`src/rtl/vga_timing_gen_pkg.sv`:
```
// Shared constants and types for the VGA raster timing generator.
// Default 640x480@60 geometry plus the swap-control state encoding.
package vga_timing_gen_pkg;

  localparam int DEF_W_VIS       = 640;
  localparam int DEF_H_VIS       = 480;
  localparam int DEF_H_TOTAL     = 640 + 16 + 96 + 48;
  localparam int DEF_V_TOTAL     = 480 + 10 + 2 + 33;
  localparam int DEF_HSYNC_START = 640 + 16;
  localparam int DEF_HSYNC_END   = 640 + 16 + 96 - 1;
  localparam int DEF_VSYNC_START = 480 + 10;
  localparam int DEF_VSYNC_END   = 480 + 10 + 2 - 1;

  typedef enum logic {
    SW_IDLE = 1'b0,
    SW_PEND = 1'b1
  } swap_state_t;

  // Counter width able to hold 0..n-1, never narrower than one bit.
  function automatic int cnt_w(input int n);
    return (n > 1) ? $clog2(n) : 1;
  endfunction

endpackage

```
`src/rtl/vga_timing_gen_if.sv`:
```
// Raster timing bundle: the generator drives timing/status, the draw engine drives swap_req.
interface vga_timing_gen_if
  import vga_timing_gen_pkg::*;
  #(
    parameter int HC_W   = cnt_w(DEF_H_TOTAL),
    parameter int VC_W   = cnt_w(DEF_V_TOTAL),
    parameter int FCNT_W = 16
  ) ();

  logic              swap_req;
  logic [HC_W-1:0]   h_cnt;
  logic [VC_W-1:0]   v_cnt;
  logic              h_sync;
  logic              v_sync;
  logic              video_active;
  logic              line_start;
  logic              frame_start;
  logic              vblank_start;
  logic              fb_sel;
  logic              swap_pending;
  logic              swap_ack;
  logic [FCNT_W-1:0] frame_cnt;

  modport master (
    input  swap_req,
    output h_cnt, v_cnt, h_sync, v_sync, video_active,
    output line_start, frame_start, vblank_start,
    output fb_sel, swap_pending, swap_ack, frame_cnt
  );

  modport slave (
    output swap_req,
    input  h_cnt, v_cnt, h_sync, v_sync, video_active,
    input  line_start, frame_start, vblank_start,
    input  fb_sel, swap_pending, swap_ack, frame_cnt
  );

endinterface

```
`src/rtl/vga_timing_gen_axis_counter.sv`:
```
// Wrapping 0..MAX-1 counter; exposes the next value so decode can be registered with zero skew.
module vga_axis_counter #(
  parameter int MAX = 800,
  parameter int W   = 10
) (
  input  logic         pix_clk,
  input  logic         prst,
  input  logic         i_inc,
  output logic [W-1:0] o_cnt,
  output logic [W-1:0] o_nxt,
  output logic         o_wrap
);

  logic [W-1:0] r_cnt;
  logic         w_last;

  always_comb begin
    w_last = (r_cnt == W'(MAX - 1));
    o_wrap = i_inc && w_last;
    if (!i_inc)      o_nxt = r_cnt;
    else if (w_last) o_nxt = '0;
    else             o_nxt = r_cnt + W'(1);
  end

  always_ff @(posedge pix_clk or posedge prst) begin
    if (prst) r_cnt <= '0;
    else      r_cnt <= o_nxt;
  end

  assign o_cnt = r_cnt;

endmodule

```
`src/rtl/vga_timing_gen.sv`:
```
// VGA raster timing source with tear-free front/back framebuffer swap at start of vertical blank.
// Every flag is decoded from the counters' next value and registered alongside them.
module vga_timing_gen
  import vga_timing_gen_pkg::*;
  #(
    parameter int W_VIS         = DEF_W_VIS,
    parameter int H_VIS         = DEF_H_VIS,
    parameter int H_FRONT_PORCH = 16,
    parameter int H_SYNC_PULSE  = 96,
    parameter int H_BACK_PORCH  = 48,
    parameter int V_FP          = 10,
    parameter int V_SYNC        = 2,
    parameter int V_BP          = 33,
    parameter int FCNT_W        = 16
  ) (
    input  logic             pix_clk,
    input  logic             prst,
    vga_timing_gen_if.master vga
  );

  localparam int H_TOTAL     = W_VIS + H_FRONT_PORCH + H_SYNC_PULSE + H_BACK_PORCH;
  localparam int V_TOTAL     = H_VIS + V_FP + V_SYNC + V_BP;
  localparam int HC_W        = cnt_w(H_TOTAL);
  localparam int VC_W        = cnt_w(V_TOTAL);
  localparam int HSYNC_START = W_VIS + H_FRONT_PORCH;
  localparam int HSYNC_END   = HSYNC_START + H_SYNC_PULSE - 1;
  localparam int VSYNC_START = H_VIS + V_FP;
  localparam int VSYNC_END   = VSYNC_START + V_SYNC - 1;

  logic [HC_W-1:0]   w_h_cnt, w_h_nxt;
  logic [VC_W-1:0]   w_v_cnt, w_v_nxt;
  logic              w_h_wrap, w_v_wrap;

  logic              w_hsync_n_p0, w_vsync_n_p0, w_active_p0;
  logic              w_line_p0, w_frame_p0, w_vblank_p0;

  logic              r_hsync_n_p1, r_vsync_n_p1, r_active_p1;
  logic              r_line_p1, r_frame_p1, r_vblank_p1;
  logic [FCNT_W-1:0] r_frame_cnt;

  swap_state_t       r_sw_state, w_sw_state_nxt;
  logic              w_do_swap, w_swap_pending;
  logic              r_fb_sel, r_swap_ack;

  vga_axis_counter #(.MAX(H_TOTAL), .W(HC_W)) u_h_cnt (
    .pix_clk (pix_clk),
    .prst    (prst),
    .i_inc   (1'b1),
    .o_cnt   (w_h_cnt),
    .o_nxt   (w_h_nxt),
    .o_wrap  (w_h_wrap)
  );

  vga_axis_counter #(.MAX(V_TOTAL), .W(VC_W)) u_v_cnt (
    .pix_clk (pix_clk),
    .prst    (prst),
    .i_inc   (w_h_wrap),
    .o_cnt   (w_v_cnt),
    .o_nxt   (w_v_nxt),
    .o_wrap  (w_v_wrap)
  );

  // Stage p0: decode the position the counters are about to take
  always_comb begin
    w_hsync_n_p0 = !((w_h_nxt >= HC_W'(HSYNC_START)) && (w_h_nxt <= HC_W'(HSYNC_END)));
    w_vsync_n_p0 = !((w_v_nxt >= VC_W'(VSYNC_START)) && (w_v_nxt <= VC_W'(VSYNC_END)));
    w_active_p0  = (w_h_nxt < HC_W'(W_VIS)) && (w_v_nxt < VC_W'(H_VIS));
    w_line_p0    = (w_h_nxt == '0);
    w_frame_p0   = w_line_p0 && (w_v_nxt == '0);
    w_vblank_p0  = w_line_p0 && (w_v_nxt == VC_W'(H_VIS));
  end

  // Stage p1: flags registered on the same edge as the counters
  always_ff @(posedge pix_clk or posedge prst) begin
    if (prst) begin
      r_hsync_n_p1 <= 1'b1;
      r_vsync_n_p1 <= 1'b1;
      r_active_p1  <= 1'b1;
      r_line_p1    <= 1'b0;
      r_frame_p1   <= 1'b0;
      r_vblank_p1  <= 1'b0;
      r_frame_cnt  <= '0;
    end else begin
      r_hsync_n_p1 <= w_hsync_n_p0;
      r_vsync_n_p1 <= w_vsync_n_p0;
      r_active_p1  <= w_active_p0;
      r_line_p1    <= w_line_p0;
      r_frame_p1   <= w_frame_p0;
      r_vblank_p1  <= w_vblank_p0;
      if (w_v_wrap) r_frame_cnt <= r_frame_cnt + FCNT_W'(1);
    end
  end

  // Swap control: state register together with the buffer select and ack it drives
  always_ff @(posedge pix_clk or posedge prst) begin
    if (prst) begin
      r_sw_state <= SW_IDLE;
      r_fb_sel   <= 1'b0;
      r_swap_ack <= 1'b0;
    end else begin
      r_sw_state <= w_sw_state_nxt;
      r_fb_sel   <= r_fb_sel ^ w_do_swap;
      r_swap_ack <= w_do_swap;
    end
  end

  // A request on the vblank edge itself is executed there rather than held for a frame
  always_comb begin
    w_sw_state_nxt = r_sw_state;
    if (w_vblank_p0)       w_sw_state_nxt = SW_IDLE;
    else if (vga.swap_req) w_sw_state_nxt = SW_PEND;
  end

  always_comb begin
    w_swap_pending = (r_sw_state == SW_PEND);
    w_do_swap      = w_vblank_p0 && (w_swap_pending || vga.swap_req);
  end

  assign vga.h_cnt        = w_h_cnt;
  assign vga.v_cnt        = w_v_cnt;
  assign vga.h_sync       = r_hsync_n_p1;
  assign vga.v_sync       = r_vsync_n_p1;
  assign vga.video_active = r_active_p1;
  assign vga.line_start   = r_line_p1;
  assign vga.frame_start  = r_frame_p1;
  assign vga.vblank_start = r_vblank_p1;
  assign vga.fb_sel       = r_fb_sel;
  assign vga.swap_pending = w_swap_pending;
  assign vga.swap_ack     = r_swap_ack;
  assign vga.frame_cnt    = r_frame_cnt;

endmodule

```
`src/flat_wrapper.sv`:
```
// flat-port wrapper written by rule: the top's interface ports become plain ports
module vga_timing_gen_flat import vga_timing_gen_pkg::*;
#(
    parameter int W_VIS         = DEF_W_VIS,
    parameter int H_VIS         = DEF_H_VIS,
    parameter int H_FRONT_PORCH = 16,
    parameter int H_SYNC_PULSE  = 96,
    parameter int H_BACK_PORCH  = 48,
    parameter int V_FP          = 10,
    parameter int V_SYNC        = 2,
    parameter int V_BP          = 33,
    parameter int FCNT_W        = 16
  )
  (pix_clk, prst, vga_swap_req, vga_h_cnt, vga_v_cnt, vga_h_sync, vga_v_sync, vga_video_active, vga_line_start, vga_frame_start, vga_vblank_start, vga_fb_sel, vga_swap_pending, vga_swap_ack, vga_frame_cnt);
  vga_timing_gen_if #(.HC_W(10), .VC_W(10), .FCNT_W(FCNT_W)) vga_i ();
  input  logic pix_clk;
  input  logic prst;
  input wire logic [$bits(vga_i.swap_req)-1:0] vga_swap_req;
  output wire logic [$bits(vga_i.h_cnt)-1:0] vga_h_cnt;
  output wire logic [$bits(vga_i.v_cnt)-1:0] vga_v_cnt;
  output wire logic [$bits(vga_i.h_sync)-1:0] vga_h_sync;
  output wire logic [$bits(vga_i.v_sync)-1:0] vga_v_sync;
  output wire logic [$bits(vga_i.video_active)-1:0] vga_video_active;
  output wire logic [$bits(vga_i.line_start)-1:0] vga_line_start;
  output wire logic [$bits(vga_i.frame_start)-1:0] vga_frame_start;
  output wire logic [$bits(vga_i.vblank_start)-1:0] vga_vblank_start;
  output wire logic [$bits(vga_i.fb_sel)-1:0] vga_fb_sel;
  output wire logic [$bits(vga_i.swap_pending)-1:0] vga_swap_pending;
  output wire logic [$bits(vga_i.swap_ack)-1:0] vga_swap_ack;
  output wire logic [$bits(vga_i.frame_cnt)-1:0] vga_frame_cnt;
  assign vga_i.swap_req = vga_swap_req;
  assign vga_h_cnt = vga_i.h_cnt;
  assign vga_v_cnt = vga_i.v_cnt;
  assign vga_h_sync = vga_i.h_sync;
  assign vga_v_sync = vga_i.v_sync;
  assign vga_video_active = vga_i.video_active;
  assign vga_line_start = vga_i.line_start;
  assign vga_frame_start = vga_i.frame_start;
  assign vga_vblank_start = vga_i.vblank_start;
  assign vga_fb_sel = vga_i.fb_sel;
  assign vga_swap_pending = vga_i.swap_pending;
  assign vga_swap_ack = vga_i.swap_ack;
  assign vga_frame_cnt = vga_i.frame_cnt;
  vga_timing_gen #(.W_VIS(W_VIS), .H_VIS(H_VIS), .H_FRONT_PORCH(H_FRONT_PORCH), .H_SYNC_PULSE(H_SYNC_PULSE), .H_BACK_PORCH(H_BACK_PORCH), .V_FP(V_FP), .V_SYNC(V_SYNC), .V_BP(V_BP), .FCNT_W(FCNT_W)) u_core (.pix_clk(pix_clk), .prst(prst), .vga(vga_i));
endmodule
```
`config.mk`:
```
export PLATFORM = sky130hd
export DESIGN_NAME = vga_timing_gen_flat
export DESIGN_NICKNAME = d
export VERILOG_FILES = /design/src/rtl/vga_timing_gen_pkg.sv /design/src/rtl/vga_timing_gen_if.sv /design/src/rtl/vga_timing_gen_axis_counter.sv /design/src/rtl/vga_timing_gen.sv /design/src/flat_wrapper.sv
export SDC_FILE = /design/constraint.sdc
export NUM_CORES = 1
export LEC_CHECK = 0
export BUFFER_PORTS_ARGS = -buffer_cell sky130_fd_sc_hd__buf_2
export CAP_MARGIN = 20
export CORE_MARGIN = 5
export CORE_UTILIZATION = 45
export CTS_CLUSTER_SIZE = 8
export DETAILED_ROUTE_END_ITERATION = 8
export GPL_TIMING_DRIVEN = 0
export MAX_ROUTING_LAYER = met4
export PLACE_DENSITY = 0.68
export SYNTH_ARGS = -nofsm -noshare
export SYNTH_HDL_FRONTEND = slang
export SYNTH_HIERARCHICAL = 1
export SYNTH_SLANG_ARGS = --single-unit
export TNS_END_PERCENT = 1
```
`constraint.sdc`:
```
create_clock -name pix_clk -period 9 [get_ports pix_clk]
set_input_delay 0.45 -clock pix_clk [delete_from_list [all_inputs] [get_ports pix_clk]]
set_output_delay 0.45 -clock pix_clk [all_outputs]
set_load 0.02 [all_outputs]
```
* Yosys cells after proc, flatten, opt, wreduce, memory -nomap -nowiden
Cells that the tools add are included.
** Word-level totals
- Memory bits (writable) :: 0
- Register bits after elaboration :: 45
- Latch bits :: 0
- Output and inout port bits :: 45
- Memories kept :: 0
- Memory bits (read-only) :: 0
** Cells by class
- Bitwise logic cells :: 1
- Magnitude comparators :: 6
- Equality and inequality tests :: 3
- Multiply operators :: 0
- $add $sub $neg :: 3
- Shift operators :: 0
- Multiplexer cells :: 5
- Divide/modulo/power cells :: 0
- Reductions and logical operators :: 13
** Operators with widths (number)
- 2-to-1 mux 10 bit :: 3
- adder 10 x 1 -> 10 bit, second input constant :: 2
- == test 10 bit, second input constant :: 2
- logical NOT 10 bit :: 2
- adder 16 x 1 -> 16 bit, second input constant :: 1
- == test 10 x 9 -> 1 bit, second input constant :: 1
- >= comparator 10 bit, second input constant :: 1
- >= comparator 10 x 9 -> 1 bit, second input constant :: 1
- <= comparator 10 bit, second input constant :: 1
- <= comparator 10 x 9 -> 1 bit, second input constant :: 1
- less-than comparator 10 bit, second input constant :: 1
- less-than comparator 10 x 9 -> 1 bit, second input constant :: 1
- logical AND 1 bit :: 7
- logical NOT 1 bit :: 2
- 2-to-1 mux 1 bit :: 2
- nonzero test 2 bit :: 1
- logical OR 1 bit :: 1
- XOR 1 bit :: 1

* Depth between registers and ports, before layout
- Depth after elaboration :: 7
- Gate-level depth with buffers :: 11
- Mapped depth without buffers :: 10

* By module
Netlist, hierarchy kept.
** Modules (own cells, without submodules)
- vga_timing_gen :: cells an instance 94, instances 1, area each 1087.3 µm²
- vga_axis_counter (u_core.u_v_cnt) :: cells an instance 56, instances 1, area each 540.5 µm²
- vga_axis_counter (u_core.u_h_cnt) :: cells an instance 47, instances 1, area each 523.0 µm²

* Least setup slack after synthesis
OpenSTA, ideal clock, no wires.
- Path kind :: flip-flop to flip-flop
- From :: register u_core.u_h_cnt.r_cnt[0], in the netlist u_core/u_h_cnt/o_cnt[0]
- To :: register u_core.r_fb_sel, in the netlist u_core/vga.fb_sel
- Required time :: 8.921 ns
- Arrival :: 3.064 ns
- Path slack :: 5.857 ns
- Setup time :: 0.079 ns
- Stages on the path, launching flop included :: 11
- Cell sequence :: dfrtp_1 -> ha_1 -> nand2_1 -> nor4_4 -> buf_6 -> nand3_2 -> nor3_1 -> a21oi_1 -> or3_4 -> nor4_2 -> xor2_1
** On the way
- Longest elaborated chain between the ends :: 6
** RTL lines
- start: declaration :: RTL line vga_timing_gen_axis_counter.sv:14 : logic [W-1:0] r_cnt;
- start signal: assignment :: RTL line vga_timing_gen_axis_counter.sv:27 : else r_cnt <= o_nxt;
- == test 10 bit :: RTL line vga_timing_gen_axis_counter.sv:18 : w_last = (r_cnt == W'(MAX - 1));
- net u_core.w_h_wrap :: RTL line vga_timing_gen.sv:32 : logic w_h_wrap, w_v_wrap;
- 2-to-1 mux 10 bit :: RTL line vga_timing_gen_axis_counter.sv:20 : if (!i_inc) o_nxt = r_cnt;
- net u_core.w_v_nxt[9] :: RTL line vga_timing_gen.sv:31 : logic [VC_W-1:0] w_v_cnt, w_v_nxt;
- == test 10 x 9 -> 1 bit :: RTL line vga_timing_gen.sv:70 : w_vblank_p0 = w_line_p0 && (w_v_nxt == VC_W'(H_VIS));
- logical AND 1 bit :: RTL line vga_timing_gen.sv:70
- logical AND 1 bit :: RTL line vga_timing_gen.sv:116 : w_do_swap = w_vblank_p0 && (w_swap_pending || vga.swap_req);
- XOR 1 bit :: RTL line vga_timing_gen.sv:102 : r_fb_sel <= r_fb_sel ^ w_do_swap;
- end signal: assignment :: RTL line vga_timing_gen.sv:102
- end: declaration :: RTL line vga_timing_gen.sv:43 : logic r_fb_sel, r_swap_ack;
The timed path passes the listed nets, and every way through them passes these cells.
A chain may end at the register's enable or synchronous reset.

* Final worst setup path
Ends and elaborated chain as after synthesis.

==> flow_metrics.env <==
export IMPL_via_per_inst=5.34
export IMPL_drv_cap=0
export IMPL_slew_headroom_pct=40.0
export IMPL_synthCells=197
export IMPL_overflow=0
export IMPL_clock_path_buffers=2
export IMPL_reg2reg_depth=10
export IMPL_p_per_area_nw_per_um2=186
export IMPL_start_util_pct=45.8
export IMPL_grt_usage_pct=15.3
export IMPL_power_leakage_nw=1.23
export IMPL_cp_arrival_ps=3760
export IMPL_final_common_cell="buf_2"
export IMPL_synth_top_cell_area_share_pct=48.9
export IMPL_clk_pin_slew_ps=80
export IMPL_area_growth_pct=18.6
export IMPL_holdWs_ps=159
export IMPL_num_vias=1635
export IMPL_htreeDepth=2
export IMPL_async_flop_share_pct=100
export IMPL_dieArea_um2=6260
export IMPL_tns_ps=0
export IMPL_critPathRequiredTime_ps=9220
export IMPL_synth_top_area_cell="dfrtp_1"
export IMPL_die_x_um=79.1
export IMPL_crit_type="flip-flop to flip-flop"
export IMPL_portBuffers=47
export IMPL_power_frac_clock_pct=27.1
export IMPL_cts_tree="built"
export IMPL_p_int_uw=316
export IMPL_ir_drop_mv=0.0987
export IMPL_cts_hold_buf=0
export IMPL_nNetsFinal=258
export IMPL_routed_wl_mm=4.34
export IMPL_cts_resized_gates=0
export IMPL_wire_per_inst_um=14.2
export IMPL_crit_path_start_kind="flip-flop"
export IMPL_rsz0062_at_grt="no"
export IMPL_r2r_end="u_core/vga.fb_sel"
export IMPL_hold_violations=0
export IMPL_gp_congestion=0.808
export IMPL_finalSetupViolations=0
export IMPL_syn_cell_area_um2=2150
export IMPL_grt_pass1_vias=1592
export IMPL_setup_slack_ps=5460
export IMPL_grt_antenna_before_repair=0
export IMPL_synth_ff_type="dfrtp_1"
export IMPL_die_h_um=79.1
export IMPL_ios=48
export IMPL_synth_net_count=204
export IMPL_timing_fmax_mhz=282
export IMPL_synth_avg_cell_area_um2=10.9
export IMPL_hold_class="input pin to asynchronous set/reset pin"
export IMPL_synth_warnings=6
export IMPL_crit_buf_inv=1
export IMPL_ff2ff_setup_slack_ps=5460
export IMPL_ys_seq_area_share_pct=52.5
export IMPL_ys_ff_latch=45
export IMPL_cts_sink_count=45
export IMPL_power_uw=474
export IMPL_tightest_slew_ps=899
export IMPL_slew_violations=0
export IMPL_rr_startpoint="u_core/u_h_cnt/o_cnt[0]"
export IMPL_drc=0
export IMPL_cts_setup_buffers=0
export IMPL_pre_cts_ws_ps=5490
export IMPL_numCtsBuffers=5
export IMPL_dp_hpwl_mm=3.28
export IMPL_cp_top_family="simple AND/OR/NAND/NOR gates"
export IMPL_crit_fanout=10
export IMPL_row_count=25
export IMPL_slowest_stage="nor3_1"
export IMPL_fin_cells=306
export IMPL_antenna_left=0
export IMPL_p_sw_uw=158
export IMPL_clockRootBuffer="clkbuf_8"
export IMPL_dp_cells=298
export IMPL_synth_edf_count=0
export IMPL_final_cell_mix="48 x buf_2, 42 x dfrtp_1, 18 x nand2_1"
export IMPL_switching_share_pct=33.4
export IMPL_n_antenna_cell=0
export IMPL_p_seq_share_pct=51.7
export IMPL_end_kind="flip-flop"
export IMPL_clkLatencyLatePin_ps=290
export IMPL_drt_pass1_iterations=4
export IMPL_grt_max_degree=26
export IMPL_p_comb_share_pct=21.2
export IMPL_crit_chain="ha_1 -> nand2_1 -> nor4_4 -> buf_6 -> nand3_2 -> nor3_1 -> a21oi_1 -> or3_4 -> nor4_2 -> xor2_1"
export IMPL_yosysUniqueCellTypes=44
export IMPL_outcome="finished clean"
export IMPL_drive_above_1_share_pct=30.6
export IMPL_cpPeakStageDelay_ps=740
export IMPL_drtIter0Drc=56
export IMPL_finClkSkew_ps=6.63
export IMPL_core_um2=4690
export IMPL_grt_pass1_wl_mm=7.40
export IMPL_min_period_ps=3540
export IMPL_synth_area_leaders="dfrtp_1 49%, xnor2_1 6.1%, xor2_1 4.5%"
export IMPL_min_period_over_period_pct=39.4
-- state kept, by name, summed over array words and instances, names as in the netlist --
name                     cells
u_core/vga.frame_cnt        16
u_core/u_h_cnt/o_cnt        10
u_core/u_v_cnt/o_cnt        10
u_core/vga.fb_sel            1
u_core/vga.frame_start       1
u_core/vga.h_sync            1
u_core/vga.line_start        1
u_core/vga.swap_ack          1
u_core/vga.swap_pending      1
u_core/vga.v_sync            1
u_core/vga.vblank_start      1
u_core/vga.video_active      1
-- routing by layer --
metal	wire, µm	part of all wire [%]	up-vias	GRT usage, %
li1	-	-	811	-
met1	2070	48	786	20.5
met2	2050	47	34	23.7
met3	174	4.0	4	2.72
met4	43	0.99	0	5.15
met5	0	0	-	-
-- worst max-delay path by stage --
| stage | start | to | slack, ps | cells past startpoint |
|---|---|---|---|---|
| floorplan | u_core/u_h_cnt/o_cnt[0] | u_core/vga.fb_sel | 5860 | 10 |
| global placement | u_core/u_h_cnt/o_cnt[0] | u_core/vga.fb_sel | 5490 | 10 |
| detailed placement | u_core/u_h_cnt/o_cnt[0] | u_core/vga.fb_sel | 5490 | 10 |
| CTS | u_core/u_h_cnt/o_cnt[0] | u_core/vga.fb_sel | 5470 | 10 |
| global route | u_core/u_h_cnt/o_cnt[0] | u_core/vga.frame_cnt[15] | 5120 | 10 |
| finish | u_core/u_h_cnt/o_cnt[0] | u_core/vga.fb_sel | 5460 | 10 |
-- power groups by stage --
stage / combinational, mW / clock, mW / sequential [mW]
CTS: 0.102 / 0.134 / 0.245
floorplan: 0.0521 / 0 / 0.265
global route: 0.111 / 0.139 / 0.249
global placement: 0.0999 / 0 / 0.249
finish: 0.101 / 0.128 / 0.245
detailed placement: 0.102 / 0 / 0.249
-- cell type report --
class | instances | area (µm²)
well taps | 54 | 67.6
multi-input cells | 139 | 963
repair buffers | 47 | 235
inverters | 10 | 37.5
plain buffers | 3 | 20.0
clock buffers | 6 | 82.6
flip-flops and latches | 45 | 1130
clock inverters | 2 | 13.8
fillers | 432 | 2140
-- worst register-to-register path, stage by stage, from the launching register on --
cell	delay (ps)
dfrtp_1	430
ha_1	190
nand2_1	170
nor4_4	470
buf_6	210
nand3_2	120
nor3_1	740
a21oi_1	220
or3_4	470
nor4_2	300
xor2_1	160
-- cell usage after synthesis, types with 2 or more instances --
master / number
dfstp_2: 3
nor3_1: 13
ha_1: 4
nand4_1: 9
nor3_2: 2
nor4_2: 2
nor2_1: 11
xor2_1: 11
a21oi_1: 3
o31ai_1: 3
nand3_2: 3
nand4bb_1: 2
and3_1: 2
o21ai_0: 6
dfrtp_1: 42
nand3_1: 10
or4_1: 4
xnor2_1: 15
inv_1: 10
nand2_1: 18
-- cell families after synthesis --
logic type / synth area share, %
buffers and inverters: 2.68
AND/OR/NAND/NOR: 25.4
AO/OA/AOI/OAI: 5.35
XOR/XNOR: 10.6
other: 0.174
flip-flops: 52.5
adder cells (fa/ha/maj): 2.33
multiplexers: 0.989
-- per-stage QoR --
step                util, %  cell area (µm²)
floorplan                 -             2150
global placement       52.3             2450
detailed placement     52.3             2450
CTS                    54.3             2550
global route           54.3             2550
finish                 54.3             2550
No activity file was read; power rests on OpenSTA's default activity.
